[config.mk]
export PLATFORM = sky130hd
export DESIGN_NAME = text_console
export DESIGN_NICKNAME = d
export VERILOG_FILES = /design/src/rtl/display_pkg.sv /design/src/rtl/text_console.sv
export SDC_FILE = /design/constraint.sdc
export NUM_CORES = 1
export LEC_CHECK = 0
export BUFFER_PORTS_ARGS = -buffer_cell sky130_fd_sc_hd__clkbuf_2
export CAP_MARGIN = 20
export CORE_ASPECT_RATIO = 1.75
export CORE_UTILIZATION = 50
export CTS_BUF_LIST = sky130_fd_sc_hd__clkbuf_16
export CTS_CLUSTER_SIZE = 24
export DETAILED_ROUTE_END_ITERATION = 10
export PLACE_DENSITY = 0.71
export REMOVE_ABC_BUFFERS = 1
export SETUP_SLACK_MARGIN = 0.15
export SLEW_MARGIN = 20
export SYNTH_ARGS = -nofsm -noshare
export SYNTH_HDL_FRONTEND = slang
export SYNTH_SLANG_ARGS = --single-unit
[constraint.sdc]
create_clock -name CPUClk -period 8.3 [get_ports CPUClk]
set_input_delay 0.415 -clock CPUClk [delete_from_list [all_inputs] [get_ports CPUClk]]
set_output_delay 0.415 -clock CPUClk [all_outputs]
set_load 0.02 [all_outputs]
[src/rtl/display_pkg.sv]
// Shared geometry, control codes and state encoding for the text display path.
package display_pkg;

  localparam int COLS   = 64;
  localparam int ROWS   = 32;
  localparam int COL_W  = $clog2(COLS);
  localparam int ROW_W  = $clog2(ROWS);
  localparam int ADDR_W = COL_W + ROW_W;
  localparam int RAM_AW = 12;

  localparam logic [COL_W-1:0]  COL_MAX  = COL_W'(COLS - 1);
  localparam logic [ROW_W-1:0]  ROW_MAX  = ROW_W'(ROWS - 1);
  localparam logic [ADDR_W-1:0] CELL_MAX = ADDR_W'(COLS * ROWS - 1);

  localparam logic [7:0] BLANK = 8'h20;
  localparam logic [7:0] CC_BS = 8'h08;
  localparam logic [7:0] CC_LF = 8'h0A;
  localparam logic [7:0] CC_FF = 8'h0C;
  localparam logic [7:0] CC_CR = 8'h0D;

  typedef enum logic [1:0] {IDLE, CLR_LINE, CLR_SCREEN} state_t;

  function automatic logic is_printable(input logic [7:0] b);
    return (b >= 8'h20) && (b <= 8'h7E);
  endfunction

endpackage

[src/rtl/text_console.sv]
// Byte-stream front end for char_ram: interprets control codes, tracks the cursor,
// scrolls via a top-row offset and blanks lines/screen one cell per cycle.
module text_console
  import display_pkg::*;
(
  input  logic              CPUClk,
  input  logic              rst_n,
  input  logic [7:0]        in_data,
  input  logic              in_valid,
  output logic              in_ready,
  output logic [RAM_AW-1:0] ram_waddr,
  output logic [7:0]        ram_wdata,
  output logic              ram_we,
  output logic [ROW_W-1:0]  scroll_row,
  output logic [RAM_AW-1:0] cursor_addr
);

  state_t              state, state_n;
  logic [ADDR_W-1:0]   clr_cnt, clr_cnt_n;
  logic [COL_W-1:0]    col, col_n;
  logic [ROW_W-1:0]    crow, crow_n, top, top_n, old_top, old_top_n;
  logic [ROW_W-1:0]    cur_phys, phys_n;
  logic                ready_n, we_n, do_adv;
  logic [RAM_AW-1:0]   waddr_n;
  logic [7:0]          wdata_n;

  assign cur_phys   = crow + top;
  assign scroll_row = top;

  always_ff @(posedge CPUClk or negedge rst_n) begin
    if (!rst_n) state <= CLR_SCREEN;
    else        state <= state_n;
  end

  always_comb begin
    state_n   = state;
    clr_cnt_n = clr_cnt;
    col_n     = col;
    crow_n    = crow;
    top_n     = top;
    old_top_n = old_top;
    ready_n   = 1'b0;
    we_n      = 1'b0;
    waddr_n   = ram_waddr;
    wdata_n   = ram_wdata;
    do_adv    = 1'b0;
    case (state)
      IDLE: begin
        ready_n = 1'b1;
        if (in_valid && in_ready) begin
          if (is_printable(in_data)) begin
            we_n    = 1'b1;
            waddr_n = RAM_AW'({cur_phys, col});
            wdata_n = in_data;
            if (col == COL_MAX) begin
              col_n  = '0;
              do_adv = 1'b1;
            end else begin
              col_n = col + 1'b1;
            end
          end else if (in_data == CC_LF) begin
            col_n  = '0;
            do_adv = 1'b1;
          end else if (in_data == CC_CR) begin
            col_n = '0;
          end else if (in_data == CC_BS) begin
            if (col != '0) begin
              col_n   = col - 1'b1;
              we_n    = 1'b1;
              waddr_n = RAM_AW'({cur_phys, col - 1'b1});
              wdata_n = BLANK;
            end
          end else if (in_data == CC_FF) begin
            crow_n    = '0;
            col_n     = '0;
            top_n     = '0;
            clr_cnt_n = '0;
            ready_n   = 1'b0;
            state_n   = CLR_SCREEN;
          end
        end
        // Bottom-row advance keeps crow fixed and rotates the physical top row instead.
        if (do_adv) begin
          if (crow != ROW_MAX) begin
            crow_n = crow + 1'b1;
          end else begin
            old_top_n = top;
            top_n     = top + 1'b1;
            clr_cnt_n = '0;
            ready_n   = 1'b0;
            state_n   = CLR_LINE;
          end
        end
      end
      CLR_LINE: begin
        we_n      = 1'b1;
        waddr_n   = RAM_AW'({old_top, clr_cnt[COL_W-1:0]});
        wdata_n   = BLANK;
        clr_cnt_n = clr_cnt + 1'b1;
        if (clr_cnt[COL_W-1:0] == COL_MAX) state_n = IDLE;
      end
      CLR_SCREEN: begin
        we_n      = 1'b1;
        waddr_n   = RAM_AW'(clr_cnt);
        wdata_n   = BLANK;
        clr_cnt_n = clr_cnt + 1'b1;
        if (clr_cnt == CELL_MAX) state_n = IDLE;
      end
      default: state_n = CLR_SCREEN;
    endcase
    phys_n = crow_n + top_n;
  end

  always_ff @(posedge CPUClk or negedge rst_n) begin
    if (!rst_n) begin
      clr_cnt     <= '0;
      col         <= '0;
      crow        <= '0;
      top         <= '0;
      old_top     <= '0;
      in_ready    <= 1'b0;
      ram_we      <= 1'b0;
      ram_waddr   <= '0;
      ram_wdata   <= BLANK;
      cursor_addr <= '0;
    end else begin
      clr_cnt     <= clr_cnt_n;
      col         <= col_n;
      crow        <= crow_n;
      top         <= top_n;
      old_top     <= old_top_n;
      in_ready    <= ready_n;
      ram_we      <= we_n;
      ram_waddr   <= waddr_n;
      ram_wdata   <= wdata_n;
      cursor_addr <= RAM_AW'({phys_n, col_n});
    end
  end

endmodule

Yosys cells after proc, flatten, opt, wreduce, memory -nomap -nowiden
Index checks and enable logic that the tools add are counted.
{"block": "totals", "word_cells": 131, "regBits": 67, "inputBits": 11, "output_inout_bits": 39}
{"block": "classes", "n_addsub": 7, "order_cmp": 2, "bitwise": 1, "n_eq_ne": 17, "reduce_logical": 11, "muxes": 82}
{"cell": "$mux W5", "n": 18}
{"cell": "$mux W11", "n": 8}
{"cell": "$mux W12", "n": 6}
{"cell": "$mux W6", "n": 9}
{"cell": "$mux W8", "n": 6}
{"cell": "$pmux W12 S3", "n": 1}
{"cell": "$eq A8 B4 Y1 const B", "n": 4}
{"cell": "$pmux W11 S2", "n": 1}
{"cell": "$mux W1", "n": 20}
{"cell": "$mux W2", "n": 10}
{"cell": "$pmux W8 S2", "n": 1}
{"cell": "$eq A6 B6 Y1 const B", "n": 2}
{"cell": "$ne A3 B3 Y1 const B", "n": 4}
{"cell": "$reduce_and A6 Y1", "n": 2}
{"cell": "$add A11 B1 Y11 const B", "n": 1}
{"cell": "$eq A11 B11 Y1 const B", "n": 1}
{"cell": "$add A5 B1 Y5 const B", "n": 2}
{"cell": "$add A5 B5 Y5", "n": 2}
{"cell": "$ge A8 B6 Y1 const B", "n": 1}
{"cell": "$le A8 B7 Y1 const B", "n": 1}
{"cell": "$add A6 B1 Y6 const B", "n": 1}
{"cell": "$ne A2 B2 Y1 const B", "n": 3}
{"cell": "$pmux W2 S3", "n": 1}
{"cell": "$reduce_bool A6 Y1", "n": 1}
{"cell": "other kinds (13)", "n": 14}

Logic depth before layout (Yosys ltp)
{"block": "logic_depth", "word_depth": 11, "depth_mapped": 15, "ltp_nobuf": 13}

Worst setup path before layout
Ideal clock, no wire load.
{"block": "synth_timing", "path_type": "input to register", "start": "in in_data[6]", "end": "reg cursor_addr[10]", "arrival_ns": 3.216, "n_path_buf": 1, "setup_slack_ns": 4.949, "path_stages": 13, "setup_ns": 0.135, "path_cell_list": "or4b_4 -> or3_4 -> o22a_4 -> or3_1 -> buf_6 -> o21ai_0 -> ha_1 -> inv_1 -> fa_1 -> inv_1 -> a21o_1 -> a21oi_1 -> xor3_1"}
{"block": "synth_via", "elab_chain_len": 11, "word_cells_on_any_way": 30}
{"item": "start: declaration", "line_no": "text_console.sv:8", "rtl": "input logic [7:0] in_data,"}
{"item": "$eq A8 B4 Y1", "line_no": "text_console.sv:73", "rtl": "end else if (in_data == CC_FF) begin"}
{"item": "$mux W5", "line_no": "text_console.sv:73"}
{"item": "$mux W5", "line_no": "text_console.sv:66", "rtl": "end else if (in_data == CC_BS) begin"}
{"item": "$mux W5", "line_no": "text_console.sv:64", "rtl": "end else if (in_data == CC_CR) begin"}
{"item": "$mux W5", "line_no": "text_console.sv:61", "rtl": "end else if (in_data == CC_LF) begin"}
{"item": "$mux W5", "line_no": "text_console.sv:51", "rtl": "if (is_printable(in_data)) begin"}
{"item": "$mux W5", "line_no": "text_console.sv:50", "rtl": "if (in_valid && in_ready) begin"}
{"item": "$mux W5", "line_no": "text_console.sv:84", "rtl": "if (crow != ROW_MAX) begin"}
{"item": "$mux W5 *", "line_no": "text_console.sv:83", "rtl": "if (do_adv) begin"}
{"item": "$mux W5 *", "line_no": "text_console.sv:47", "rtl": "case (state)"}
{"item": "named net crow_n[0]", "line_no": "text_console.sv:21", "rtl": "logic [ROW_W-1:0] crow, crow_n, top, top_n, old_top, old_top_n;"}
{"item": "$add A5 B5 Y5 *", "line_no": "text_console.sv:111", "rtl": "phys_n = crow_n + top_n;"}
{"item": "named net phys_n[4]", "line_no": "text_console.sv:22", "rtl": "logic [ROW_W-1:0] cur_phys, phys_n;"}
{"item": "end signal: assignment", "line_no": "text_console.sv:136", "rtl": "cursor_addr <= RAM_AW'({phys_n, col_n});"}
{"item": "end: declaration", "line_no": "text_console.sv:15", "rtl": "output logic [RAM_AW-1:0] cursor_addr"}
Mark *: on every way through the listed nets, which the timed path passes. The rest lies on a longest branch. The select of a mux whose other input is x is not followed.
A chain may end at the register's enable or synchronous reset.

Final worst setup path
{"block": "layout_timing", "start": "reg col[0]", "end": "reg cursor_addr[10]"}
{"block": "layout_via", "elab_chain_len": 8, "word_cells_on_any_way": 10}
{"item": "start: declaration", "line_no": "text_console.sv:20", "rtl": "logic [COL_W-1:0] col, col_n;"}
{"item": "start signal: assignment", "line_no": "text_console.sv:128", "rtl": "col <= col_n;"}
{"item": "$eq A6 B6 Y1", "line_no": "text_console.sv:55", "rtl": "if (col == COL_MAX) begin"}
{"item": "$mux W1", "line_no": "text_console.sv:55"}
{"item": "$mux W1", "line_no": "text_console.sv:51"}
{"item": "$mux W1", "line_no": "text_console.sv:50"}
{"item": "$mux W1", "line_no": "text_console.sv:47"}
{"item": "$mux W5", "line_no": "text_console.sv:83"}
{"item": "$mux W5", "line_no": "text_console.sv:47"}
{"item": "named net crow_n[0]", "line_no": "text_console.sv:21"}
{"item": "$add A5 B5 Y5", "line_no": "text_console.sv:111"}
{"item": "named net phys_n[4]", "line_no": "text_console.sv:22"}
The timed path passes the listed nets, and every way through them passes these cells. The select of a mux whose other input is x is not followed.

==> flow_summary_export.csv <==
group,metric,value,unit
status,status,"finished clean",
clocking,h-tree-depth,3,
timing,drv_slew,0,
floorplanning,placement_rows,40,
critical_path,crit_buf_inv,2,
critical_path,reg2reg_depth,12,
hold_path,hp-class,"input port to async pin",
timing,tightest_slew,836.5,ps
drt,vias,3028,
synth,ys_warn_count,0,
placed_design,gp_congestion,0.8596,
clocking,cts_sinks,60,
clocking,cts-root-buf,"clkbuf_16",
final_layout,regArea,0.001504,mm²
critical_path,cp_top_family,"adder cells",
synth,yosysTopAreaCell,"dfrtp_1",
floorplanning,core,0.006857,mm²
floorplanning,initial_utilization,51.86,%
placed_design,placed_cells,511,
placed_design,dp_slack,4552,ps
timing,setup_slack,4857,ps
final_layout,syn2layout_area_growth,15.27,%
clocking,cts_tree,"yes",
final_layout,final_cells,526,
critical_path,start_kind,"register",
drt,drt_iter0_drc,220,
synth,yosys.area.top_type_share,40.82,%
critical_path,path_cells,"ha_1, nand3_1, o22a_4, or3_1, o21ai_0, ha_1, inv_1, fa_1, inv_1, a21o_1, a21oi_1, xor3_1",
run,max-cap-violations,0,
critical_path,end_kind,"register",
synth,synth-edff-count,0,
critical_path,worst_ep_arrival_time,3650,ps
pwr,power.density,294.3,mW/mm²
critical_path,crit_fanout,8,
final_layout,layout.nets,470,
timing,rsz0062_at_grt,"false",
clocking,insertion_delay,330,ps
global_routing,grt.overflow.total,0,
drt,wire_per_inst,15.25,µm
global_routing,grt_max_degree,61,
pwr,max-vdd-ir-drop,141.6,µV
final_layout,multi_input_area,0.001896,mm²
pwr,p_leak,1.977,nW
timing,final_hold_viol_count,0,
clocking,cts_setup_buffers,0,
critical_path,path_depth,12,
clocking,cts_hold_buf,0,
synth,synth.distinct_cells,56,
synth,seq_area_frac_synth,42.29,%
clocking,clk_path_buf_depth,2,
synth,synth_most_common_cell,"dfrtp_1",
synth,syn-cell-area,0.003556,mm²
timing,skew,6.835,ps
clocking,cts_buffers,9,
synth,avgSynthCellArea,9.048,µm²
synth,syn_inst,393,
final_layout,fill_cells,609,
drt,routed_wl,8019,µm
final_layout,post-route-util,59.78,%
synth,synth_top_flop_cell,"dfrtp_1",
pwr,power,1.206,mW
floorplanning,io_pins,50,
placed_design,io_buffers,47,
final_layout,n_antenna_cell,0,
synth,synth_area_leaders,"dfrtp_1 (41%), ha_1 (6.7%), o21ai_0 (4.6%)",
global_routing,grt_use_total,24.36,%
global_routing,grt_pass1_wl,13700,µm
clocking,cts_resized,0,
critical_path,critPathSlowestCell,"or3_1",
global_routing,grt_pass1_vias,2928,
synth,ys_async_sr_fraction,100.0,%
critical_path,crit_required,8500,ps
timing,setup_viol,0,
placed_design,dp_hpwl,5878,µm
final_layout,drive_gt1_share,16.97,%
floorplanning,die-area,0.007467,mm²
critical_path,path_class,"register to register",
critical_path,cpPeakStageDelay,500,ps
timing,fmax,290.5,MHz
timing,fin_crit_sh,41.48,%
timing,tns,0,ps
drt,ant_nets,0,
drt,drt_first_pass_iters,4,
timing,slew_headroom,42.79,%
synth,ys_ff_latch,60,
timing,fin_crit,3443,ps
clocking,path_clk_slew,50,ps
floorplanning,die_w,65.75,µm
global_routing,antenna_found_initial,0,
drt,drc,0,
floorplanning,die_y,113.6,µm
drt,detail_route.vias_per_cell,5.757,
synth,synth_common_cells,"dfrtp_1 (58), nand2_1 (40), o21ai_0 (33), nor2_1 (28), nand3_1 (27)",
==> layout by cell type (no fill, tap or decap), drive strengths merged, types with 3 or more instances in the layout <==
cell type  Yosys  layout
or3            5       5
a21o           8       8
nand2b         3       3
dfrtp         58      58
nand3         27      27
ha            19      19
a22oi          4       4
nor2          28      28
clkinv         0       4
and2           3       3
mux2           3       3
o21a           3       3
clkbuf        13      56
nand4          3       3
xor2           4       4
o21ai         34      34
nand2         40      40
a31oi          4       4
a21oi         25      25
nor3          13      13
a2bb2oi        5       5
mux2i          5       5
inv           25      27
o22ai          3       3
and3           9       9
xnor2          8       8
nor3b          3       3
==> cell type report <==
| class | count | share of cell area, % |
|---|---|---|
| Clock inverter | 6 | 0.6105 |
| Clock buffer | 9 | 5.495 |
| Inverter | 25 | 2.289 |
| Sequential cell | 60 | 36.69 |
| Tap cell | 84 | 2.564 |
| Timing Repair Buffer | 49 | 6.105 |
| Multi-Input combinational cell | 293 | 46.25 |
==> where the power goes <==
group          internal [mW]  switching (mW)
combinational          0.169           0.304
sequential             0.365          0.0530
clock                  0.194           0.121
==> metrics by stage <==
step	hold WS, ps	cell area (µm²)
after floorplan	119.4	3485
after global placement	452.3	3844
after detailed placement	474.9	3849
after CTS	273.0	4099
after global routing	316.8	4099
final	235.4	4099
==> path summary, 6_finish.rpt <==
kind,from,endpoint,slack [ps]
max,col[0]$_DFFE_PN0P_,cursor_addr[10]$_DFF_PN0_,4860
min,rst_n,ram_waddr[10]$_DFFE_PN0P_,240
max reg2reg,col[0]$_DFFE_PN0P_,cursor_addr[10]$_DFF_PN0_,4860
min reg2reg,old_top[2]$_DFFE_PN0P_,old_top[2]$_DFFE_PN0P_,490
max in group asynchronous,rst_n,ram_waddr[0]$_DFFE_PN0P_,7570
min in group CPUClk,in_data[3],ram_wdata[3]$_DFFE_PN0P_,370
==> per-layer routing <==
metal  up-vias  track usage [%]  share of wire [%]
li1       1492                -                  -
met1      1448            28.98                 41
met5         -                0                  0
met2        68            40.54                 53
met3        20            4.800                2.9
met4         0            12.75                3.0
==> logic make-up (layout without fill, tap and decap cells) <==
logic type | count (synthesis) | count (layout) | synth area share (%)
compound gates | 108 | 108 | 19.42
mux | 8 | 8 | 2.709
buf+inv | 41 | 89 | 4.750
other cells | 1 | 2 | 0.1055
simple gates | 141 | 141 | 19.28
xor+xnor | 13 | 13 | 3.624
flops | 60 | 60 | 42.29
fa+ha+maj | 21 | 21 | 7.812
==> registers in the layout, indices dropped and copies added (netlist names) <==
name	flops
ram_wdata	8
crow	5
cursor_addr	6
ram_waddr	11
scroll_row	5
in_ready	1
state	2
old_top	5
col	5
ram_we	1
clr_cnt	11
(Power assumes the default switching activity.)
